### config.mk
export PLATFORM = sky130hd
export DESIGN_NAME = ysyx_23060025_wb_arbiter
export DESIGN_NICKNAME = d
export VERILOG_FILES = /design/src/rtl/ysyx_23060025_wb_arbiter.sv
export SDC_FILE = /design/constraint.sdc
export NUM_CORES = 1
export LEC_CHECK = 0
export BUFFER_PORTS_ARGS = -buffer_cell sky130_fd_sc_hd__buf_4
export CAP_MARGIN = 20
export CORE_MARGIN = 5
export CORE_UTILIZATION = 42
export DETAILED_ROUTE_END_ITERATION = 8
export PLACE_DENSITY = 0.89
export SYNTH_ARGS = -nofsm -noshare
export SYNTH_HDL_FRONTEND = slang
export SYNTH_SLANG_ARGS = --single-unit
export TNS_END_PERCENT = 20
### constraint.sdc
create_clock -name clock -period 1.8 [get_ports clock]
set_input_delay 0.36 -clock clock [delete_from_list [all_inputs] [get_ports clock]]
set_output_delay 0.36 -clock clock [all_outputs]
set_load 0.05 [all_outputs]
### src/rtl/ysyx_23060025_wb_arbiter.sv
// Writeback arbiter: two producers share one GPR/CSR writeback port.
// Round-robin grant into a 1-entry output stage; halts after ebreak retires.
module ysyx_23060025_wb_arbiter #(
  parameter int DATA_LEN = 32
) (
  input  logic                clock,
  input  logic                reset,
  input  logic                r0_valid_i,
  output logic                r0_ready_o,
  input  logic                r0_wd_i,
  input  logic [4:0]          r0_wreg_i,
  input  logic [DATA_LEN-1:0] r0_wdata_i,
  input  logic [2:0]          r0_csr_type_i,
  input  logic [11:0]         r0_csr_waddr_i,
  input  logic [DATA_LEN-1:0] r0_csr_wdata_i,
  input  logic                r0_ebreak_i,
  input  logic                r1_valid_i,
  output logic                r1_ready_o,
  input  logic                r1_wd_i,
  input  logic [4:0]          r1_wreg_i,
  input  logic [DATA_LEN-1:0] r1_wdata_i,
  input  logic [2:0]          r1_csr_type_i,
  input  logic [11:0]         r1_csr_waddr_i,
  input  logic [DATA_LEN-1:0] r1_csr_wdata_i,
  input  logic                r1_ebreak_i,
  output logic                out_valid_o,
  input  logic                wbu_ready_i,
  output logic                wd_o,
  output logic [4:0]          wreg_o,
  output logic [DATA_LEN-1:0] wdata_o,
  output logic [2:0]          csr_type_o,
  output logic [11:0]         csr_waddr_o,
  output logic [DATA_LEN-1:0] csr_wdata_o,
  output logic                ebreak_o,
  output logic                grant_o,
  output logic                halted_o
);

  typedef enum logic [1:0] {
    S_EMPTY,
    S_FULL,
    S_HALT
  } state_t;

  state_t r_state;
  state_t w_state_nxt;

  logic                r_last;
  logic                r_grant;
  logic                r_wd;
  logic [4:0]          r_wreg;
  logic [DATA_LEN-1:0] r_wdata;
  logic [2:0]          r_csr_type;
  logic [11:0]         r_csr_waddr;
  logic [DATA_LEN-1:0] r_csr_wdata;
  logic                r_ebreak;

  logic w_accept;
  logic w_gnt;
  logic w_hs;

  // Accept/grant: a held ebreak blocks everything behind it.
  always_comb begin
    w_accept = (r_state == S_EMPTY) |
               ((r_state == S_FULL) & wbu_ready_i & ~r_ebreak);
    w_gnt    = ~r_last;
    if (r0_valid_i & r1_valid_i) begin
      w_gnt = ~r_last;
    end else if (r1_valid_i) begin
      w_gnt = 1'b1;
    end else if (r0_valid_i) begin
      w_gnt = 1'b0;
    end
    w_hs = w_accept & (w_gnt ? r1_valid_i : r0_valid_i);
  end

  assign r0_ready_o = w_accept & ~w_gnt;
  assign r1_ready_o = w_accept & w_gnt;

  // State register; reset drops any held packet at once.
  always_ff @(posedge clock or negedge reset) begin
    if (!reset) begin
      r_state <= S_EMPTY;
    end else begin
      r_state <= w_state_nxt;
    end
  end

  // Next-state: ebreak consumption parks the arbiter until reset.
  always_comb begin
    w_state_nxt = r_state;
    unique case (r_state)
      S_EMPTY: begin
        if (w_hs) begin
          w_state_nxt = S_FULL;
        end
      end
      S_FULL: begin
        if (wbu_ready_i) begin
          if (r_ebreak) begin
            w_state_nxt = S_HALT;
          end else if (w_hs) begin
            w_state_nxt = S_FULL;
          end else begin
            w_state_nxt = S_EMPTY;
          end
        end
      end
      S_HALT: begin
        w_state_nxt = S_HALT;
      end
      default: begin
        w_state_nxt = S_EMPTY;
      end
    endcase
  end

  // Output stage: capture the winner only on handshake.
  always_ff @(posedge clock or negedge reset) begin
    if (!reset) begin
      r_last      <= 1'b1;
      r_grant     <= 1'b0;
      r_wd        <= 1'b0;
      r_wreg      <= '0;
      r_wdata     <= '0;
      r_csr_type  <= '0;
      r_csr_waddr <= '0;
      r_csr_wdata <= '0;
      r_ebreak    <= 1'b0;
    end else if (w_hs) begin
      r_last      <= w_gnt;
      r_grant     <= w_gnt;
      r_wd        <= w_gnt ? r1_wd_i        : r0_wd_i;
      r_wreg      <= w_gnt ? r1_wreg_i      : r0_wreg_i;
      r_wdata     <= w_gnt ? r1_wdata_i     : r0_wdata_i;
      r_csr_type  <= w_gnt ? r1_csr_type_i  : r0_csr_type_i;
      r_csr_waddr <= w_gnt ? r1_csr_waddr_i : r0_csr_waddr_i;
      r_csr_wdata <= w_gnt ? r1_csr_wdata_i : r0_csr_wdata_i;
      r_ebreak    <= w_gnt ? r1_ebreak_i    : r0_ebreak_i;
    end
  end

  assign out_valid_o = (r_state == S_FULL);
  assign halted_o    = (r_state == S_HALT);
  assign wd_o        = r_wd & (|r_wreg);
  assign wreg_o      = r_wreg;
  assign wdata_o     = r_wdata;
  assign csr_type_o  = r_csr_type;
  assign csr_waddr_o = r_csr_waddr;
  assign csr_wdata_o = r_csr_wdata;
  assign ebreak_o    = r_ebreak;
  assign grant_o     = r_grant;

endmodule

* After elaboration in Yosys (flattened, before gate mapping) *
Cells that the tools add are included.

storage, ports and cells
  word-level logic and storage cells = 44
  flip-flop bits (word level) = 90
  bits of input ports = 177
  output and inout port bits = 91

operators by class
  reductions and logical operators = 3
  equal/unequal tests = 4
  bitwise gates (word level) = 11
  muxes and demuxes = 16

operators with widths
  operator              count
  $mux W32              2
  $mux W12              1
  $and A1 B1 Y1         7
  $mux W1               7
  $mux W2               3
  $pmux W2 S3           1
  $mux W5               1
  $reduce_or A5 Y1      1
  $mux W3               1
  $not A1 Y1            3
  $eq A2 B1 Y1 const B  1
  $eq A2 B2 Y1 const B  1
  $logic_not A2 Y1      1
  $ne A2 B1 Y1 const B  1
  $ne A2 B2 Y1 const B  1
  $reduce_and A2 Y1     1
  $or A1 B1 Y1          1

* Logic depth before layout (Yosys ltp) *
Gate-level depths: netlist of run 1.

  word-level depth = 10
  gate-level depth with buffers = 7
  gate-level depth less buffers = 4

* Least setup slack after synthesis of run 1 *
Ideal clock, no wire load.

  kind = register to output
  from = register r_ebreak, in the netlist ebreak_o
  to = output port r0_ready_o
  required time = 1.440 ns
  path buffers = 0
  path slack = -0.137 ns
  stages on the path, launching flop included = 4
  arrival = 1.577 ns
  cells stage by stage = dfrtp_1 > nand2b_1 > a21oi_1 > and2_1

on the way
  cells in the longest elaborated chain, start to end = 4

ends and longest elaborated chain
  item                    RTL line  text
  from (decl)             56        logic r_ebreak;
  from (signal assigned)  139       r_ebreak <= w_gnt ? r1_ebreak_i : r0_ebreak_i;
  $not A1 Y1              65        ((r_state == S_FULL) & wbu_ready_i & ~r_ebreak);
  $and A1 B1 Y1           65
  $or A1 B1 Y1            64        w_accept = (r_state == S_EMPTY) |
  $and A1 B1 Y1           77        assign r0_ready_o = w_accept & ~w_gnt;
  to (decl)               9         output logic r0_ready_o,

Every way passes these cells.

* Worst setup path after layout of run 1 *
  from = register r_wreg[0], in the netlist wreg_o[0]
  to = output port wd_o

on the way
  cells in the longest elaborated chain, start to end = 2

ends and longest elaborated chain
  item                    RTL line  text
  from (decl)             51        logic [4:0] r_wreg;
  from (signal assigned)  134       r_wreg <= w_gnt ? r1_wreg_i : r0_wreg_i;
  $reduce_or A5 Y1        145       assign wd_o = r_wd & (|r_wreg);
  $and A1 B1 Y1           145
  to (decl)               28        output logic wd_o,

Every way passes these cells.

==> summary.md, run 1 <==
| Metric | Value |
|---|---|
| Leakage | `0.003201 uW` |
| Core Area | `about 0.0097 sq mm` |
| GRT Total Usage | `0.2269` |
| Failing checks | `setup timing` |
| First-pass DRT Iterations | `6` |
| Vias in the first global route | `approximately 4,400` |
| Worst r2r path cells | `6` |
| Slew @ Worst Pin | `512.7 ps` |
| Clk buf depth | `2` |
| Final ANT Viol Nets | `0` |
| Netlist cell types | `21` |
| Routed WL | `approximately 14 mm` |
| Slew Viols, Final | `0` |
| DIE AREA | `roughly 0.012 sq mm` |
| Clock tree from TritonCTS | `done` |
| Number of synthesis warnings | `0` |
| Top Ports | `268` |
| Starting density of the core | `0.4252` |
| Largest net degree at the start of global routing | `97` |
| Max_slew headroom | `0.6582` |
| Crit-path cells | `or4_1 > o21a_2 > buf_6` |
| Ys async rst share | `1.000` |
| R2r startpoint | `ebreak_o` |
| GRT overflow | `0` |
| Syn_nets | `~670` |
| CTS sink count | `90` |
| Stages on the worst setup path | `3` |
| Post-synth EDFFs | `0` |
| Die X | `109.0 um` |
| Post-place instance area | `~0.0063 sq mm` |
| Cell family with most CP delay | `simple AND/OR/NAND/NOR gates` |
| Final instance area | `0.006506 sq mm` |
| Critical R2R Capture | `csr_wdata_o[4]` |
| DIE HEIGHT | `about 110 um` |
| Critical path class | `flip-flop to output pin` |
| Max-cap check violation count | `0` |
| Number of inserted diodes | `0` |
| Final Hold Viols | `0` |
| Placement Rows | `36` |
| Max rail drop VDD | `0.001889 V` |
| Largest stage delay, worst path | `between 500 and 600 ps` |
| H-tree levels | `3` |
| Most used DFF post-synth | `dfrtp_1` |
| P per Cell Area | `2152 mW/mm^2` |
| CP arrival | `approximately 1600 ps` |
| CTS Buf Count | `9` |
| Clock latency on the worst-skew pair | `340 ps` |
| Wire per inst | `15.83 um` |
| Status | `finished with violations` |
| Last element of the critical path | `wd_o` |
| Worst Skew | `approximately 8.7 ps` |
| RSZ-0062 raised after global routing | `true` |
| Post-route clock period utilization | `1.096` |
| CP startpoint | `wreg_o[0]` |
| Nets@finish | `roughly 930` |
| Area grow syn2layout | `58.01%` |
| Slowest-stage cell, CP | `or4_1` |
| DP Worst Slack | `55.31 ps` |
| Worst-path clk slew | `around 90 ps` |
| Endpoints failing setup | `3` |
| Port bufs | `~270` |
| CP max FO | `2` |
| First-pass GRT wire length | `21.34 mm` |
| FMAX | `a little over 500 MHz` |
| Fin worst setup slack | `-173.4 ps` |
| DR DRC count | `0` |
| DR vias | `approximately 4,500` |
| DR iter-0 viols | `approximately 300` |
| Post-synthesis instance total | `approximately 500` |
| Final Util | `0.6718` |
| Sequential area share after synthesis | `0.5473` |
| Initial antenna violation count | `0` |
| Root Buffer | `clkbuf_8` |
| Worst hold-check path type | `input port to asynchronous set/reset pin` |
| R2R setup slack | `140 ps` |
| Startpoint Class | `flip-flop` |
| Yosys reg bits | `90` |
| Layout cells sized above 1 | `0.4090` |
| Avg Cell Area, Syn | `about 8.3 sq um` |
| RePlAce Congestion | `0.8180` |
| Minimum clock period | `between 1500 and 2000 ps` |
| Mapped cell area | `between 0.004 and 0.005 sq mm` |
| Dpl hpwl | `between 10 and 15 mm` |
| DR vias/cell | `approximately 5.1` |
| Buf/Inv on CP | `1` |
| CP Capture Type | `output pin` |
| CP required | `1440 ps` |
cell usage after synthesis (all sizes together) (2+ instances only):
library cell  number  area, sq um
nor2              87        326.6
a31oi             87        544.3
clkbuf             5        18.77
and2               3        18.77
nor2b              4        25.02
dfrtp             89         2227
buf               33        196.4
nand2            174        653.1
a21oi              2        10.01
what timing repair did:
item	in CTS	in global routing
resized for setup	9	3
pin swaps	1	0
setup endpoints to repair	3	4
hold buffers	0	0
buffers inserted	2	1
metal layers:
layer,wire length (um),GRT usage
met2,7508,0.4018
met5,0,0
met3,1062,0.04204
met4,322,0.08927
met1,5134,0.2715
worst min path at each step:
| stage | slack, ps | to | from | cells past startpoint |
|---|---|---|---|---|
| 2_1_floorplan | 60 | csr_type_o[0] | reset | 0 |
| 6_report | 4 | csr_wdata_o[22] | reset | 2 |
| 4_1_cts | 60 | csr_waddr_o[3] | reset | 2 |
| 3_3_place_gp | 430 | csr_waddr_o[3] | reset | 2 |
| 3_5_place_dp | 440 | csr_waddr_o[3] | reset | 2 |
| 5_1_grt | 60 | csr_wdata_o[23] | reset | 2 |
cells in the final DEF (no fill, tap or decap):
| master | n |
|---|---|
| clkinv_2 | 2 |
| a211oi_4 | 1 |
| buf_12 | 6 |
| and2_4 | 1 |
| nor2b_1 | 3 |
| nand2b_4 | 1 |
| nor2_1 | 87 |
| a311o_1 | 1 |
| buf_4 | 273 |
| nor2b_2 | 1 |
| inv_1 | 1 |
| a21oi_4 | 1 |
| clkbuf_1 | 2 |
| nand2_2 | 1 |
| a21oi_1 | 1 |
| a21o_1 | 1 |
| o21a_2 | 1 |
| a31oi_1 | 87 |
| a31o_2 | 1 |
| nand2_1 | 172 |
| buf_6 | 3 |
| nand2_4 | 1 |
| dfrtp_1 | 89 |
| o21bai_2 | 1 |
| dfstp_2 | 1 |
| clkbuf_8 | 10 |
| and2_2 | 2 |
| or4_1 | 1 |
| bufinv_16 | 1 |
where the power goes:
part	switching [uW]	total (uW)	internal, uW
Clock	671	1340	671
Sequential	643	3720	3080
Combinational	6130	8940	2800
kinds of logic after synthesis:
| logic type | synth area share |
|---|---|
| and+or+nand+nor | 0.2519 |
| DFF | 0.5473 |
| buffers and inverters | 0.05318 |
| AOI/OAI and AO/OA | 0.1477 |
flip-flops by register name, summed over array words and instances, names as in the netlist:
signal       cells
r_wd             1
wdata_o         32
csr_wdata_o     32
r_state          2
wreg_o           5
r_last           1
ebreak_o         1
csr_waddr_o     12
csr_type_o       3
grant_o          1
metrics by stage:
| stage | cells | TNS, ps | power, uW | hold WS (ps) |
|---|---|---|---|---|
| floorplan | 494 | -42.21 | 9685 | 64.41 |
| global placement | 868 | 0 | 12300 | 432.1 |
| detailed placement | 868 | 0 | 12590 | 443.1 |
| CTS | 885 | -321.2 | 14050 | 56.51 |
| global route | 886 | -481.5 | 14770 | 55.72 |
| finish | 886 | -289.2 | 14000 | 3.835 |
worst reg2reg max path, cell delays in order (launching register included):
cell	delay [ps]
dfrtp_1	420
nand2b_4	180
a211oi_4	300
buf_4	250
buf_12	190
nor2_1	70
a31oi_1	170
layout make-up:
| cell class | count | area, sq um |
|---|---|---|
| Sequential cell | 90 | 2253 |
| Inverter | 1 | 3.754 |
| Multi-Input combinational cell | 365 | 1694 |
| Timing Repair Buffer | 282 | 2203 |
| Clock inverter | 3 | 40.04 |
| Fill cell | 759 | 3178 |
| Clock buffer | 12 | 145.1 |
| Tap cell | 133 | 166.4 |
Power figures use the tool's default switching activity.
==> run 2: changes to the inputs <==
==> constraint.sdc (replaced) <==
create_clock -name clock -period 1.8 [get_ports clock]
set_input_delay 0.36 -clock clock [delete_from_list [all_inputs] [get_ports clock]]
set_output_delay 0.36 -clock clock [all_outputs]
set_load 0.005 [all_outputs]
==> run 2 against run 1 <==
The flow still finishes with violations (setup timing); setup slack better by 49 ps; non-clock buffer count increased by 2; sequential power about the same; first-iteration DRC count down 5.3%; register-to-register slack better by 30 ps; die area stayed put; critical path depth unchanged; combinational power decreased by 41%; utilization is 0.065 points lower; maximum frequency rose by 2.5%.
==> summary.md, run 2 (synthesis results as in run 1) <==
| Metric | Value |
|---|---|
| CP arrival | `1560 ps` |
| Combinational power share | `0.517` |
| Root Buffer | `clkbuf_8` |
| Post-route clock period utilization | `1.069` |
| CTS Buf Count | `9` |
| P per Cell Area | `around 1600 mW/mm^2` |
| RePlAce Congestion | `0.8464` |
| CP Capture Type | `output pin` |
| GRT Total Usage | `0.2225` |
| R2R setup slack | `170 ps` |
| DIE AREA | `approximately 0.012 sq mm` |
| Vias in the first global route | `roughly 4,300` |
| R2r startpoint | `ebreak_o` |
| Dpl hpwl | `~11 mm` |
| Largest net degree at the start of global routing | `approximately 90` |
| Slowest-stage cell, CP | `or4_1` |
| Critical path class | `flip-flop to output pin` |
| Die X | `between 100 and 150 um` |
| FF/Latch Area | `about 0.0023 sq mm` |
| Status | `finished with violations` |
| RSZ-0062 raised after global routing | `true` |
| Slew Viols, Final | `0` |
| Slew @ Worst Pin | `479.6 ps` |
| Cell Count, Final, Fillers Out | `about 890` |
| DR iter-0 viols | `approximately 290` |
| Commonest non-fill, non-tap cells in the layout | `buf_4 (275), nand2_1 (172), dfrtp_1 (89)` |
| Clock network fraction of design power | `0.119` |
| Reg power frac | `0.364` |
| Final Hold Viols | `0` |
| GRT overflow | `0` |
| First-pass GRT wire length | `20.76 mm` |
| Setup TNS | `-130.5 ps` |
| Routed WL | `about 14 mm` |
| Max-cap check violation count | `0` |
| Wire per inst | `between 15 and 20 um` |
| Starting density of the core | `0.4252` |
| Fin worst setup slack | `-124.9 ps` |
| Core Area | `just under 0.01 sq mm` |
| Largest stage delay, worst path | `around 530 ps` |
| Critical R2R Capture | `csr_wdata_o[12]` |
| Initial antenna violation count | `0` |
| FMAX | `around 520 MHz` |
| CP required | `~1400 ps` |
| Cell Count Post-Placement | `871` |
| Failing checks | `setup timing` |
| Minimum clock period | `1925 ps` |
| DR vias/cell | `roughly 5.0` |
| DR DRC count | `0` |
| Layout cells sized above 1 | `0.4061` |
| Clk buf depth | `2` |
| Worst r2r path cells | `6` |
| DIE HEIGHT | `109.0 um` |
| Switching pwr | `between 3000 and 4000 uW` |
| DR vias | `roughly 4,500` |
| Switching share of power | `0.3750` |
| CTS sink count | `90` |
| Final Util | `0.6712` |
| Worst hold-check path type | `input port to asynchronous set/reset pin` |
| Endpoints failing setup | `2` |
| Final ANT Viol Nets | `0` |
| Post-place instance area | `0.006285 sq mm` |
| Port bufs | `between 200 and 300` |
| Top Ports | `about 270` |
| Most common cell after layout, fill and taps aside | `buf_4` |
| Max_slew headroom | `0.6803` |
| Clock tree from TritonCTS | `done` |
| Leakage | `roughly 0.0032 uW` |
| H-tree levels | `3` |
| Placement Rows | `36` |
| CP max FO | `2` |
| Nets@finish | `928` |
| Worst Skew | `7.372 ps` |
| Worst-path clk slew | `~90 ps` |
| Area of the multi-input gates | `~0.0017 sq mm` |
| First-pass DRT Iterations | `4` |
| Number of inserted diodes | `0` |
| Max rail drop VDD | `0.0008383 V` |
| Crit-path cells | `or4_1 > o21a_1 > buf_6` |
| Area grow syn2layout | `57.85%` |
| Cell-internal power | `roughly 6400 uW` |
| Startpoint Class | `flip-flop` |
| Final instance area | `about 0.0065 sq mm` |
| Clock latency on the worst-skew pair | `between 300 and 400 ps` |
| Filler cells | `760` |
run 2: changes by cell type in the layout (fill, tap and decap cells not counted), sizes merged:
| cell | change |
|---|---|
| clkbuf | +1 |
| buf | +2 |
| clkinv | +1 |
| bufinv | -1 |
run 2: worst max-delay path by stage:
stage                      end       start  cells past startpoint  slack (ps)
global placement     wreg_o[3]  r0_valid_i                      6         200
CTS                       wd_o   wreg_o[3]                      3        -160
detailed placement   wreg_o[0]  r0_valid_i                      6         110
finish                    wd_o   wreg_o[0]                      3        -120
global route              wd_o   wreg_o[0]                      3        -190
floorplan           r1_ready_o      r_last                      6         130
run 2: layout make-up:
class / count / share of cell area
Sequential cell: 90 / 0.3467
Tap cell: 133 / 0.02560
Clock inverter: 3 / 0.002310
Inverter: 1 / 0.0005775
Clock buffer: 13 / 0.02291
Timing Repair Buffer: 284 / 0.3426
Multi-Input combinational cell: 365 / 0.2593
run 2: what timing repair did:
action                                  in CTS  in global routing
hold buffers                                 0                  0
setup buffers                                2                  0
gates resized for setup                      6                  4
pin swaps                                    1                  1
endpoints found under the setup margin       3                  3
run 2: critical path, delay by kind of cell, from the launching register on:
family,cells,cell delay (ps)
AOI/OAI and AO/OA,1,200
buffers and inverters,1,120
DFF,1,380
and+or+nand+nor,1,530
run 2: routing by layer:
layer | vias to the layer above | track usage | routed length, um
met2 | 195 | 0.3807 | 7145
met4 | 0 | 0.1091 | 454
met5 | - | 0 | 0
li1 | 2160 | - | -
met3 | 35 | 0.04085 | 1040
met1 | 2078 | 0.2687 | 5158
run 2: per-stage QoR:
stage                     setup slack (ps)  hold WS, ps  total power, uW
after floorplan                      130.1        64.41             6167
after global placement               196.6        435.3             8724
after detailed placement             108.0        444.1             8954
after CTS                           -158.7        51.58            10250
after global routing                -186.7        60.46            11000
final                               -124.9        44.61            10180
run 2: power groups by stage:
| stage | logic [uW] | clock network, uW | registers, uW |
|---|---|---|---|
| global route | 5820 | 1330 | 3840 |
| CTS | 5300 | 1250 | 3700 |
| finish | 5270 | 1210 | 3700 |
| global placement | 5060 | 0 | 3670 |
| floorplan | 2440 | 0 | 3730 |
| detailed placement | 5220 | 0 | 3730 |
==> run 3: changes to the inputs <==
--- a/config.mk
+++ b/config.mk
@@ -5,12 +5,13 @@
 export SDC_FILE = /design/constraint.sdc
 export NUM_CORES = 1
 export LEC_CHECK = 0
+export ABC_AREA = 1
 export BUFFER_PORTS_ARGS = -buffer_cell sky130_fd_sc_hd__buf_4
 export CAP_MARGIN = 20
 export CORE_MARGIN = 5
-export CORE_UTILIZATION = 42
+export CORE_UTILIZATION = 45
 export DETAILED_ROUTE_END_ITERATION = 8
-export PLACE_DENSITY = 0.89
+export PLACE_DENSITY = 0.91
 export SYNTH_ARGS = -nofsm -noshare
 export SYNTH_HDL_FRONTEND = slang
 export SYNTH_SLANG_ARGS = --single-unit
==> run 3 against run 2 <==
Sequential share of layout area shrank 2.6 points; final cell count grew 20%; first-iteration DRC count grew 29%; die area grew 6.2%; global-route usage grew 0.63 points; via count grew 16%; sequential power shrank 4%; synthesized cell count grew 38%; highest routed layer unchanged; maximum frequency grew 12%; clock skew grew 1.9 ps; clock power grew 19%; hold slack gained 170 ps; the flow now finishes without violations.
==> summary.md, run 3 <==
| Metric | Value |
|---|---|
| Status | `finished clean` |
| CP required | `between 1000 and 1500 ps` |
| DR vias/cell | `a little under 5` |
| Core Area | `0.01028 sq mm` |
| Largest stage delay, worst path | `about 550 ps` |
| Layout cells sized above 1 | `0.3244` |
| Mapped cell area | `around 0.0047 sq mm` |
| Number of synthesis warnings | `0` |
| Ys async rst share | `1.000` |
| Count leader, synth | `nand2_1` |
| GRT overflow | `0` |
| Clock tree from TritonCTS | `done` |
| R2R setup slack | `200 ps` |
| Top Ports | `between 200 and 300` |
| Post-synthesis instance total | `~680` |
| Filler cells | `890` |
| Placement Rows | `37` |
| DR iter-0 viols | `between 300 and 400` |
| Nets@finish | `roughly 1,100` |
| Post-route clock period utilization | `0.9587` |
| Final Hold Viols | `0` |
| CP arrival | `1370 ps` |
| Die X | `between 100 and 150 um` |
| Slew Viols, Final | `0` |
| CTS sink count | `90` |
| Area leader, netlist | `dfrtp_1` |
| Netlist cell types | `14` |
| First-pass DRT Iterations | `6` |
| Initial antenna violation count | `0` |
| DIE AREA | `between 0.01 and 0.015 sq mm` |
| CP Capture Type | `output pin` |
| Largest cells by area after synthesis | `dfrtp_1 (47%), nand2_1 (35%), nand3_1 (9.2%), buf_2 (2.5%), buf_4 (2.5%)` |
| Starting density of the core | `0.4587` |
| DR DRC count | `0` |
| CP max FO | `4` |
| RePlAce Congestion | `around 0.85` |
| Most numerous cell on the critical path | `nand2_4` |
| Synth top cells by count | `nand2_1 (438), dfrtp_1 (89), nand3_1 (87)` |
| Avg Cell Area, Syn | `6.893 sq um` |
| Min Hold Slack | `219.3 ps` |
| Total design power | `approximately 11,000 uW` |
| Worst r2r path cells | `8` |
| Sequential area share after synthesis | `0.4780` |
| Worst Skew | `about 9.3 ps` |
| Number of inserted diodes | `0` |
| Synth top area share | `0.4724` |
| Most common cell after layout, fill and taps aside | `nand2_1` |
| Endpoints failing setup | `0` |
| Max_slew headroom | `0.6639` |
| FMAX | `between 500 and 600 MHz` |
| P per Cell Area | `1500 mW/mm^2` |
| Commonest non-fill, non-tap cells in the layout | `nand2_1 (438), buf_4 (272), dfrtp_1 (89)` |
| Slew @ Worst Pin | `between 500 and 600 ps` |
| Crit-path cells | `inv_1 > nand2_4 > nand2_4 > nor2_2 > buf_4` |
| First-pass GRT wire length | `23.76 mm` |
| Most used DFF post-synth | `dfrtp_1` |
| DIE HEIGHT | `roughly 110 um` |
| Startpoint Class | `flip-flop` |
| Final ANT Viol Nets | `0` |
| Yosys reg bits | `90` |
| Minimum clock period | `1726 ps` |
| Buf/Inv on CP | `2` |
| Leakage | `between 0.004 and 0.005 uW` |
| DR vias | `between 5,000 and 6,000` |
| Cell Count, Final, Fillers Out | `roughly 1,100` |
| Clock latency on the worst-skew pair | `roughly 350 ps` |
| Stages on the worst setup path | `5` |
| Area of the multi-input gates | `0.002177 sq mm` |
| Area grow syn2layout | `49.20%` |
| Cell Count Post-Placement | `1,052` |
| Max rail drop VDD | `around 0.0012 V` |
| H-tree levels | `3` |
| Cell family with most CP delay | `flip-flops` |
| Wire per inst | `around 14 um` |
| Routed WL | `15.01 mm` |
| Vias in the first global route | `roughly 5,000` |
| Port bufs | `about 270` |
| Setup TNS | `0 ps` |
| Clk buf depth | `2` |
| GRT Total Usage | `0.2288` |
| FF/Latch Area | `0.002253 sq mm` |
| Root Buffer | `clkbuf_8` |
| Critical path class | `flip-flop to output pin` |
| Post-synth EDFFs | `0` |
| Worst hold-check path type | `input port to flip-flop` |
| Dpl hpwl | `between 10 and 15 mm` |
| Hold Path Cell Cnt | `2` |
| Worst-path clk slew | `about 80 ps` |
| Max-cap check violation count | `0` |
| CTS Buf Count | `9` |
| Slowest-stage cell, CP | `dfstp_2` |
| Syn_nets | `861` |
| Largest net degree at the start of global routing | `92` |
-- run 3: timing repair --
| item | in CTS | in global routing |
|---|---|---|
| gates resized for setup | 1 | 4 |
| endpoints found under the setup margin | 2 | 2 |
| pin swaps | 2 | 1 |
| hold buffers | 1 | 0 |
| hold endpoints to repair | 5 | 0 |
| cloned | 0 | 0 |
| buffers inserted | 1 | 0 |
-- run 3: worst paths after layout --
kind | startpoint | to
worst max-delay path | r_last | r0_ready_o
worst min-delay path | wbu_ready_i | r_state[0]
worst max register to register | ebreak_o | wdata_o[21]
worst min register to register | r_wd | r_wd
max in group asynchronous | reset | r_last
min in group asynchronous | reset | wdata_o[0]
-- run 3: area by class of cell --
type	count	area share
Sequential cell	90	0.3203
Timing Repair Buffer	280	0.3116
Multi-Input combinational cell	539	0.3095
Clock buffer	14	0.02455
Tap cell	136	0.02419
Clock inverter	2	0.004980
Inverter	9	0.004803
-- run 3: layer usage --
| layer | global-route usage | wire length (um) | up-vias |
|---|---|---|---|
| li1 | - | - | 2591 |
| met1 | 0.2799 | 5807 | 2350 |
| met2 | 0.3862 | 7428 | 203 |
| met3 | 0.05445 | 1243 | 40 |
| met4 | 0.09856 | 525 | 0 |
| met5 | 0 | 0 | - |
-- run 3: cells by family after synthesis --
| family | count (synthesis) | synth area share |
|---|---|---|
| simple gates | 534 | 0.4498 |
| compound gates | 5 | 0.006105 |
| buf+inv | 55 | 0.06608 |
| flops | 90 | 0.4780 |
-- run 3: report_power, final --
part	internal [uW]	leakage [uW]	switching (uW)	total, uW
registers	3020	0.00112	558	3570
clock network	757	0.000107	679	1440
logic	2530	0.00298	3010	5540
-- run 3: metrics by stage --
stage                     utilization  worst slack (ps)  area, sq um
final                          0.6844             74.38         7034
after global routing           0.6844            -6.642         7034
after CTS                      0.6835             3.108         7024
after detailed placement       0.6611             215.7         6794
after floorplan                     -             408.2         4715
after global placement         0.6611             240.0         6794
